File: config.mk
export PLATFORM = sky130hd
export DESIGN_NAME = gtp_loopback_top
export DESIGN_NICKNAME = d
export VERILOG_FILES = /design/src/rtl/gtp_loopback_top.sv
export SDC_FILE = /design/constraint.sdc
export NUM_CORES = 1
export LEC_CHECK = 0
export CAP_MARGIN = 10
export CORE_MARGIN = 5
export CORE_UTILIZATION = 67
export CTS_BUF_LIST = sky130_fd_sc_hd__clkbuf_8
export DETAILED_ROUTE_END_ITERATION = 10
export PLACE_DENSITY = 0.85
export SKIP_CTS_REPAIR_TIMING = 1
export SLEW_MARGIN = 0
export SYNTH_ARGS = -nofsm -noshare
export SYNTH_HDL_FRONTEND = slang
export SYNTH_SLANG_ARGS = --single-unit
File: constraint.sdc
create_clock -name write_clk -period 8.4 [get_ports write_clk]
set_input_delay 1.26 -clock write_clk [delete_from_list [all_inputs] [get_ports write_clk]]
set_output_delay 1.26 -clock write_clk [all_outputs]
set_load 0.1 [all_outputs]
File: src/rtl/gtp_loopback_top.sv
// rtl/gtp_loopback_top.sv - serial loopback link: counter-fed TX FIFO, 34-bit framed serializer, idle-aligned RX
module gtp_loopback_top #(
  parameter int unsigned FIFO_DEPTH    = 16,
  parameter int unsigned LOCK_FRAMES   = 8,
  parameter int unsigned UNLOCK_FRAMES = 4,
  parameter logic [31:0] IDLE_WORD     = 32'hBC5050BC
) (
  input  logic        write_clk,
  input  logic        rst,
  input  logic        we,
  input  logic        link_ready,
  input  logic        trans_en,
  output logic        gtp_tx_p,
  output logic        gtp_tx_n,
  input  logic        gtp_rx_p,
  input  logic        gtp_rx_n,
  output logic        rxinit_done,
  output logic [31:0] rx_data,
  output logic        rx_valid,
  output logic        rx_err
);
  localparam int          AW         = $clog2(FIFO_DEPTH);
  localparam logic [33:0] IDLE_FRAME = {2'b10, IDLE_WORD};
  localparam logic [15:0] LOCK_N     = 16'(LOCK_FRAMES);
  localparam logic [15:0] UNLOCK_N   = 16'(UNLOCK_FRAMES);

  logic [31:0] mem [FIFO_DEPTH];
  logic [AW:0] wr_ptr, rd_ptr;
  logic [31:0] value;
  logic        fifo_empty, fifo_full, do_pop, do_push;
  logic [33:0] tx_sr;
  logic [5:0]  tx_cnt;

  assign fifo_empty = (wr_ptr == rd_ptr);
  assign fifo_full  = (wr_ptr[AW] != rd_ptr[AW]) && (wr_ptr[AW-1:0] == rd_ptr[AW-1:0]);
  // The pop happens on the edge that loads the next frame, so a full FIFO can still accept a write then.
  assign do_pop     = (tx_cnt == 6'd33) && link_ready && trans_en && !fifo_empty;
  assign do_push    = we && (!fifo_full || do_pop);

  always_ff @(posedge write_clk) begin
    if (!rst && do_push) mem[wr_ptr[AW-1:0]] <= value;
  end

  always_ff @(posedge write_clk) begin
    if (rst) begin
      wr_ptr <= '0;
      rd_ptr <= '0;
      value  <= '0;
    end else begin
      if (do_push) begin
        wr_ptr <= wr_ptr + (AW+1)'(1);
        value  <= value + 32'd1;
      end
      if (do_pop) rd_ptr <= rd_ptr + (AW+1)'(1);
    end
  end

  always_ff @(posedge write_clk) begin
    if (rst) begin
      tx_sr    <= IDLE_FRAME;
      tx_cnt   <= '0;
      gtp_tx_p <= 1'b0;
      gtp_tx_n <= 1'b1;
    end else begin
      gtp_tx_p <= tx_sr[33];
      gtp_tx_n <= ~tx_sr[33];
      if (tx_cnt == 6'd33) begin
        tx_cnt <= '0;
        tx_sr  <= do_pop ? {2'b01, mem[rd_ptr[AW-1:0]]} : IDLE_FRAME;
      end else begin
        tx_cnt <= tx_cnt + 6'd1;
        tx_sr  <= {tx_sr[32:0], 1'b0};
      end
    end
  end

  typedef enum logic [1:0] {HUNT, VERIFY, LOCKED} rx_state_t;

  rx_state_t   rx_state;
  logic [33:0] rx_sr;
  logic [5:0]  rx_cnt;
  logic [15:0] good_cnt, bad_cnt;
  logic [1:0]  rx_hdr;
  logic        hdr_ok;
  logic        rx_n_unused;

  assign rx_hdr      = rx_sr[33:32];
  assign hdr_ok      = (rx_hdr == 2'b01) || (rx_hdr == 2'b10);
  assign rx_n_unused = gtp_rx_n;

  // rx_cnt == 33 marks the cycle in which rx_sr holds one complete frame in phase.
  always_ff @(posedge write_clk) begin
    if (rst) begin
      rx_state    <= HUNT;
      rx_sr       <= '0;
      rx_cnt      <= '0;
      good_cnt    <= '0;
      bad_cnt     <= '0;
      rxinit_done <= 1'b0;
      rx_data     <= '0;
      rx_valid    <= 1'b0;
      rx_err      <= 1'b0;
    end else begin
      rx_sr    <= {rx_sr[32:0], gtp_rx_p};
      rx_valid <= 1'b0;
      rx_err   <= 1'b0;
      rx_cnt   <= (rx_cnt == 6'd33) ? 6'd0 : rx_cnt + 6'd1;
      case (rx_state)
        HUNT: begin
          if (rx_sr == IDLE_FRAME) begin
            rx_state <= VERIFY;
            good_cnt <= 16'd1;
            rx_cnt   <= '0;
          end
        end
        VERIFY: begin
          if (rx_cnt == 6'd33) begin
            if (!hdr_ok) begin
              rx_state <= HUNT;
            end else if (good_cnt + 16'd1 >= LOCK_N) begin
              rx_state    <= LOCKED;
              rxinit_done <= 1'b1;
              bad_cnt     <= '0;
            end else begin
              good_cnt <= good_cnt + 16'd1;
            end
          end
        end
        LOCKED: begin
          if (rx_cnt == 6'd33) begin
            if (hdr_ok) begin
              bad_cnt <= '0;
              if (rx_hdr == 2'b01) begin
                rx_data  <= rx_sr[31:0];
                rx_valid <= 1'b1;
              end else if (rx_sr[31:0] != IDLE_WORD) begin
                rx_err <= 1'b1;
              end
            end else if (bad_cnt + 16'd1 >= UNLOCK_N) begin
              rx_state    <= HUNT;
              rxinit_done <= 1'b0;
            end else begin
              bad_cnt <= bad_cnt + 16'd1;
            end
          end
        end
        default: rx_state <= HUNT;
      endcase
    end
  end
endmodule

# Word-level counts from Yosys, hierarchy flattened
# Memory sizes are Yosys's and may differ from the RTL's. A register that Yosys moved wholly into a read port is not among the register bits.
# Index checks and enable logic that the tools add are counted.
# totals
regBits,193
in_bits,7
memories,1
ramBits,512
elab_cells,115
# classes
order_cmp,2
eq_ne,21
bitwise,6
reduce_logical,23
n_addsub,7
muxes,38
# mem_list
name,depth,width,rd,rd_clocked_by_memory_dff,wr,line_no,source
mem,16,32,1,1,1,27,logic [31:0] mem [FIFO_DEPTH];
# op_table
operator,count
$mux W16,10
$mux W34,2
$pmux W16 S2,2
$eq A34 B34 Y1 const B,1
$add A16 B1 Y16 const B,2
$add A32 B1 Y32 const B,1
$ne A32 B32 Y1 const B,1
$mux W6,3
$ge A16 B3 Y1 const B,1
$ge A16 B4 Y1 const B,1
$ne A2 B2 Y1 const B,8
$mux W2,7
$add A6 B1 Y6 const B,2
$eq A6 B6 Y1 const B,2
$reduce_and A6 Y1,2
$add A5 B1 Y5 const B,2
$mux W1,10
$mux W4,2
$reduce_and A7 Y1,1
$logic_and A1 B1 Y1,6
$ne A3 B3 Y1 const B,2
$not A1 Y1,6
$pmux W2 S3,1
$eq A5 B5 Y1,1
other kinds (15),21

# Logic depth before layout (Yosys ltp)
# Gate-level depths: netlist (run 1).
# depth
depth_word,9
depth_mapped,11
depth_no_buf,9

# Worst setup path after synthesis (run 1)
# No wires, ideal clock.
# synth_path
kind,input-to-reg
start,in trans_en
end,mem mem[3][0] (enable)
stages,6
setup_ns,0.461
setup_slack_ns,3.715
path_buffers,0
arrival_time_ns,4.224
required_ns,7.939
path_cell_list,nand2_1 nor3_2 o31ai_1 nor2_1 nand2_1 nor3_1
# synth_via
elab_chain_cells,7
# synth_lines
element,line_no,source
start: declaration,12,"input logic trans_en,"
$logic_and A1 B1 Y1 (2 in a row),37,assign do_pop = (tx_cnt == 6'd33) && link_ready && trans_en && !fifo_empty;
$logic_or A1 B1 Y1,38,assign do_push = we && (!fifo_full || do_pop);
$logic_and A1 B1 Y1,38,
$logic_and A1 B1 Y1,41,if (!rst && do_push) mem[wr_ptr[AW-1:0]] <= value;
$mux W1,41,
$mux W1 (implied by the code),41,
end: declaration,27,
# No other way between the ends.

# Final worst setup path (run 1)
# layout_path
start,in trans_en
end,mem mem[10][4] (enable)
# The elaborated chain is that of the path after synthesis.

==> results of run 1 <==
==> through the flow <==
stage / cell area [µm²] / setup WS, ps
5_1_grt: 29800 / 4480
3_5_place_dp: 27800 / 3950
3_3_place_gp: 27800 / 4120
2_1_floorplan: 26700 / 3720
4_1_cts: 29800 / 4620
6_report: 29800 / 4560
==> synth_stat cells, drive strengths merged (2+ instances only) <==
library cell  instances
edfxtp              512
dfxtp               197
mux4                160
nand2               124
nor2                 81
clkbuf               46
a21oi                44
nor2b                40
xor2                 32
o21ai                29
inv                  28
and2                 27
nand3                25
buf                  23
xnor2                23
nor3                 19
and3                 16
nand4                16
ha                   15
o22a                 14
or3                   8
nand2b                6
nor4b                 5
and4                  4
mux2i                 4
nor4                  4
and3b                 3
nor3b                 3
o211ai                3
or4                   3
o21a                  2
o311ai                2
o31ai                 2
o41ai                 2
or2                   2
==> worst min-delay path by stage <==
stage / from / endpoint / slack, ps
global placement: tx_sr[15]$_SDFF_PP0_ / tx_sr[16]$_SDFF_PP0_ / 410
finish: tx_sr[18]$_SDFF_PP0_ / tx_sr[19]$_SDFF_PP0_ / 430
floorplan: tx_sr[33]$_SDFF_PP1_ / gtp_tx_n$_SDFF_PP1_ / 380
detailed placement: tx_sr[33]$_SDFF_PP1_ / gtp_tx_n$_SDFF_PP1_ / 420
global route: tx_sr[24]$_SDFF_PP0_ / tx_sr[25]$_SDFF_PP0_ / 460
CTS: tx_sr[18]$_SDFF_PP0_ / tx_sr[19]$_SDFF_PP0_ / 430
==> worst max-delay path, delay by kind of cell <==
family | cells | cell delay [ps]
buffers and inverters | 3 | 1140
AOI/OAI and AO/OA | 1 | 130
and+or+nand+nor | 5 | 1630
==> power groups by stage <==
stage                     logic, mW  registers [mW]  clock network, mW
after floorplan              0.0524            3.83                  0
after global placement       0.0805            3.83                  0
after detailed placement     0.0840            3.83                  0
after CTS                    0.0855            3.76               2.64
after global routing         0.0932            3.76               2.82
final                        0.0857            3.76               2.61
==> routing by layer <==
| metal | part of all wire | up-vias | global-route usage | routed length (µm) |
|---|---|---|---|---|
| met2 | 0.49 | 799 | 0.432 | 28300 |
| met4 | 0.034 | 0 | 0.0927 | 1920 |
| met1 | 0.37 | 7190 | 0.358 | 21000 |
| met5 | 0 | - | 0 | 0 |
| li1 | - | 6163 | - | - |
| met3 | 0.11 | 142 | 0.0695 | 6080 |
==> cell usage in the layout, fill, tap and decap left out, types with 32 or more instances in the layout <==
| cell type | instances |
|---|---|
| edfxtp_1 | 512 |
| dfxtp_1 | 193 |
| mux4_2 | 160 |
| nand2_1 | 124 |
| clkbuf_8 | 114 |
| nor2_1 | 69 |
| inv_1 | 63 |
| a21oi_1 | 43 |
| clkdlybuf4s50_1 | 41 |
| nor2b_1 | 40 |
| xor2_1 | 32 |
==> logic make-up (layout without fill, tap and decap cells) <==
| logic type | after synthesis | count (layout) | synth area share |
|---|---|---|---|
| flops | 709 | 709 | 0.724 |
| simple gates | 391 | 391 | 0.0734 |
| mux | 165 | 165 | 0.137 |
| compound gates | 110 | 110 | 0.0261 |
| buf+inv | 97 | 290 | 0.0143 |
| xor+xnor | 55 | 55 | 0.0181 |
| fa+ha+maj | 15 | 15 | 0.00703 |
==> flip-flops by register name, indices dropped and copies added (netlist names), named ones only <==
register	cells
wr_ptr	5
rx_cnt	6
mem	512
tx_sr	34
rx_state	2
rx_err	1
tx_cnt	6
good_cnt	16
gtp_tx_p	1
rd_ptr	5
value	32
rx_valid	1
rx_sr	34
rxinit_done	1
rx_data	32
bad_cnt	16
gtp_tx_n	1
==> final cells by class <==
cell class / count / area share
multi-input combinational: 736 / 0.238
tap: 525 / 0.0221
sequential: 709 / 0.649
inverter: 28 / 0.00353
clock buffer: 114 / 0.0527
timing repair buffer: 67 / 0.0210
clock inverter: 81 / 0.0135
==> impl_metrics.csv, run 1 <==
group,metric,value,unit
place,dp_hpwl,30800,µm
sta,setup_viol,0,
routing,wl_per_cell,25.3,µm
place,gp_congestion,0.787,
cells_and_area,fin_cells,2260,
power,power_density,217,nW/µm²
cts,clock-root-buffer,"clkbuf_8",
power,internal_power,5.08,mW
worst_hold_path,holdCritPathClass,"reg -> reg",
outcome,status,"finished, final reports clean",
setup_path,cp-start-kind,"primary input",
power,power,6.45,mW
yosys,synthCells,1542,
setup_path,rr_worst_depth,8,
power,sw_frac_of_total,0.212,
yosys,synth.yosys.seq_area_share,0.724,
grt,grt.overflow.total,0,
setup_path,worst_ep_required_time,8740,ps
setup_path,r2r_setup_slack,5030,ps
yosys,netlist_top_cells_area,"edfxtp_1, dfxtp_1, mux4_2, nand2_1, nor2_1",
sta,post-route-min-period,3840,ps
setup_path,startpoint,"trans_en",
setup_path,critPathMaxStageDelay,690,ps
yosys,syn_avg_cell_area,17.3,µm²
yosys,synth_top_area_frac,0.576,
setup_path,rr_endpoint,"mem[10][4]$_DFFE_PP_",
routing,vias,14300,
place,placedCellCount,2064,
worst_hold_path,whs_path_depth,2,
cells_and_area,n_antenna_cell,0,
sta,finClkSkew,21.8,ps
cts,clockBufferDepth,3,
routing,drcViolationCount,0,
yosys,ys_warn_count,0,
cts,cts_tree,"done",
grt,grt_pass1_vias,15100,
cts,cts_htree_levels,3,
cells_and_area,nets,1668,
sta,min_period_over_period,0.457,
yosys,ys_types,63,
cts,clk-insertion-delay-late,690,ps
floorplanning,core_area,39500,µm²
floorplanning,start_util,0.675,
setup_path,worstSetupEndpointType,"register",
floorplanning,rows,73,
routing,via_per_inst,6.32,
cts,cts_buffers,104,
cts,cts.sinks,709,
power,combPwrFrac,0.013,
yosys,ys.flop_type,"edfxtp_1",
routing,wl,57300,µm
power,seqPwrFrac,0.582,
sta,hold_slack,430,ps
routing,ant_nets,0,
setup_path,path_cells,"clkdlybuf4s50_1 > nand2_1 > nor3_2 > o31ai_1 > buf_4 > nor2_1 > nand2_1 > nor2_4 > buf_4",
setup_path,crit_path_max_fanout,18,
sta,fmax,260,MHz
setup_path,worstSetupPathType,"in -> reg",
setup_path,r2r_start,"tx_cnt[3]$_SDFF_PP0_",
power,vdd_drop_max,0.000166,V
sta,maxSlewHeadroom,0.223,
setup_path,cp_slowest_cell,"nor2_4",
cells_and_area,area_growth_syn_to_layout,11.6,%
floorplanning,die_h,210,µm
grt,grtUsageTotal,0.266,
setup_path,crit_arrival,4180,ps
grt,antenna_found_initial,0,
cells_and_area,regArea,19300,µm²
cells_and_area,drive_gt1_frac,0.207,
floorplanning,chipWidth,210,µm
yosys,synth_edf_count,512,
cells_and_area,utilization,0.753,
cts,cts.clk_slew.worst_paths,60,ps
grt,grt_pass1_wl,88300,µm
place,numPortBuffers,42,
grt,grt_max_degree,105,
sta,setup_tns,0,ps
floorplanning,die_area,43900,µm²
power,clkPwrFrac,0.404,
flow_run,drv_cap,0,
yosys,ys_ff_latch,709,
sta,hold_viol_final,0,
routing,initialDrtViolationCount,1609,
yosys,synth_fp_nets,1564,
cells_and_area,fillerInstances,2060,
sta,slew_viol_final,0,
yosys,syn_area,26700,µm²
sta,tightest_slew,1170,ps
setup_path,crit_end,"mem[10][4]$_DFFE_PP_",
floorplanning,io_pins,44,
power,power_leakage,10.1,nW
power,switchingPower,1.37,mW
yosys,ys_async_sr_fraction,0,
sta,rsz0062_at_grt,"false",
yosys,synth.largest_area_cell,"edfxtp_1",
routing,firstDrtPassIters,5,
cells_and_area,multi_input_area,7090,µm²
Note: power is estimated with default switching activity, not from simulation.
==> run 2: changes to the inputs <==
- CORE_UTILIZATION: 67 -> 58
- PLACE_DENSITY: 0.85 -> 0.78
- clock period: 8.4 -> 3.2 ns (I/O delays scaled with it)
==> run 2 against run 1 <==
Register-to-register slack worse by 4600 ps. Utilization down 8.2 points. Largest power group unchanged. First-iteration DRC count shrank 28%. Critical path type is now reg -> reg.
==> impl_metrics.csv, run 2 (synthesized netlist as in run 1, its figures left out) <==
group,metric,value,unit
place,numPortBuffers,42,
setup_path,rr_endpoint,"bad_cnt[0]$_SDFFE_PP0P_",
cells_and_area,n_antenna_cell,0,
routing,drcViolationCount,0,
cells_and_area,multi_input_area,7120,µm²
cts,clock-root-buffer,"clkbuf_8",
setup_path,cp_top_family,"compound AO/OA/AOI/OAI gates",
sta,setup_viol,0,
routing,firstDrtPassIters,5,
floorplanning,chipWidth,224,µm
cells_and_area,final_cell_mix,"edfxtp_1, dfxtp_1, mux4_2",
setup_path,crit_end,"bad_cnt[0]$_SDFFE_PP0P_",
grt,antenna_found_initial,0,
setup_path,worst_ep_required_time,3800,ps
routing,via_per_inst,5.95,
sta,tightest_slew,1160,ps
routing,ant_nets,0,
floorplanning,io_pins,44,
sta,hold_viol_final,0,
setup_path,path_cells,"ha_1 > nand2_1 > nor4_1 > mux2i_1 > a221oi_2 > a21oi_1 > a21oi_2 > mux2_2",
setup_path,crit_buf_inv,0,
setup_path,startpoint,"good_cnt[0]$_SDFFE_PP0P_",
power,vdd_drop_max,0.000398,V
grt,grtUsageTotal,0.221,
sta,min_period_over_period,0.877,
grt,grt.overflow.total,0,
sta,slew_viol_final,0,
floorplanning,rows,78,
cts,cts.clk_slew.worst_paths,60,ps
setup_path,worstSetupEndpointType,"register",
cells_and_area,drive_gt1_frac,0.237,
setup_path,worstSetupPathType,"reg -> reg",
grt,grt_max_degree,95,
sta,maxSlewHeadroom,0.216,
cells_and_area,fin_cells,2375,
cts,cts_htree_levels,3,
cells_and_area,largest_register_ffs,512,
cells_and_area,nets,1707,
floorplanning,start_util,0.587,
setup_path,r2r_start,"good_cnt[0]$_SDFFE_PP0P_",
cells_and_area,final_common_cell,"edfxtp_1",
floorplanning,core_area,45500,µm²
place,gp_congestion,0.801,
floorplanning,die_h,224,µm
flow_run,drv_cap,0,
sta,finClkSkew,23.3,ps
place,placedCellCount,2180,
grt,grt_pass1_wl,84900,µm
setup_path,rr_worst_depth,8,
sta,hold_slack,304,ps
routing,initialDrtViolationCount,1165,
setup_path,cp_slowest_cell,"a21oi_2",
sta,rsz0062_at_grt,"false",
place,dp_hpwl,31600,µm
power,power_leakage,10.4,nW
floorplanning,die_area,50400,µm²
setup_path,cp-start-kind,"register",
setup_path,crit_arrival,3410,ps
setup_path,critPathMaxStageDelay,490,ps
routing,wl_per_cell,23.0,µm
cts,cts_tree,"done",
worst_hold_path,holdCritPathClass,"in -> reg",
routing,wl,54600,µm
sta,fmax,356,MHz
cts,cts_buffers,103,
cts,clk-insertion-delay-late,660,ps
cts,cts.sinks,709,
cells_and_area,area_growth_syn_to_layout,14.4,%
cells_and_area,fillerInstances,2945,
setup_path,cp_num_cells,8,
power,power_density,560,nW/µm²
outcome,status,"finished, final reports clean",
setup_path,crit_path_max_fanout,16,
setup_path,r2r_setup_slack,390,ps
cts,clockBufferDepth,3,
grt,grt_pass1_vias,14700,
cells_and_area,regArea,19300,µm²
sta,post-route-min-period,2810,ps
routing,vias,14100,
==> run 2: cell types whose count changed in the layout (fill, tap and decap cells not counted), moves of 9 or more <==
cell and change:
clkinv_1 -18, clkbuf_8 +17, clkdlybuf4s50_1 -13, inv_1 +9
buf_4 +34, buf_12 +20
==> run 2: layout make-up <==
class	count	share of cell area
flip-flops and latches	709	0.633
multi-input cells	736	0.233
clock buffers	131	0.0591
repair buffers	107	0.0372
well taps	600	0.0246
clock inverters	64	0.00943
inverters	28	0.00344
==> run 2: layer usage <==
metal  GRT usage  up-vias  share of wire
met2       0.359      655           0.49
met5           0        -              0
met4      0.0680        0          0.021
li1            -     6239              -
met3      0.0471       84          0.089
met1       0.308     7153           0.40
==> run 2: where the power goes <==
group / switching [mW] / internal, mW
Clock: 3.25 / 3.75
Combinational: 0.155 / 0.0852
Sequential: 0.0376 / 9.81
Total: 3.45 / 13.6
==> run 2: worst min path at each step <==
| stage | cells after the start | end | from | slack, ps |
|---|---|---|---|---|
| 6_report | 2 | wr_ptr[0]$_SDFFE_PP0P_ | rst | 300 |
| 5_1_grt | 2 | value[0]$_SDFFE_PP0P_ | rst | 300 |
| 4_1_cts | 2 | value[2]$_SDFFE_PP0P_ | rst | 260 |
| 3_5_place_dp | 1 | gtp_tx_n$_SDFF_PP1_ | tx_sr[33]$_SDFF_PP1_ | 410 |
| 3_3_place_gp | 1 | gtp_tx_n$_SDFF_PP1_ | tx_sr[33]$_SDFF_PP1_ | 400 |
| 2_1_floorplan | 1 | gtp_tx_n$_SDFF_PP1_ | tx_sr[33]$_SDFF_PP1_ | 380 |
==> run 2: stage by stage <==
stage                      util  instance area [µm²]  power [mW]  TNS, ps  setup slack, ps
after floorplan               -                26700        10.2   -25290            -88.5
after global placement    0.625                28400        10.3        0              230
after detailed placement  0.625                28400        10.3        0              171
after CTS                 0.671                30500        17.2        0              385
after global routing      0.671                30500        17.7        0              155
final                     0.671                30500        17.1        0              392
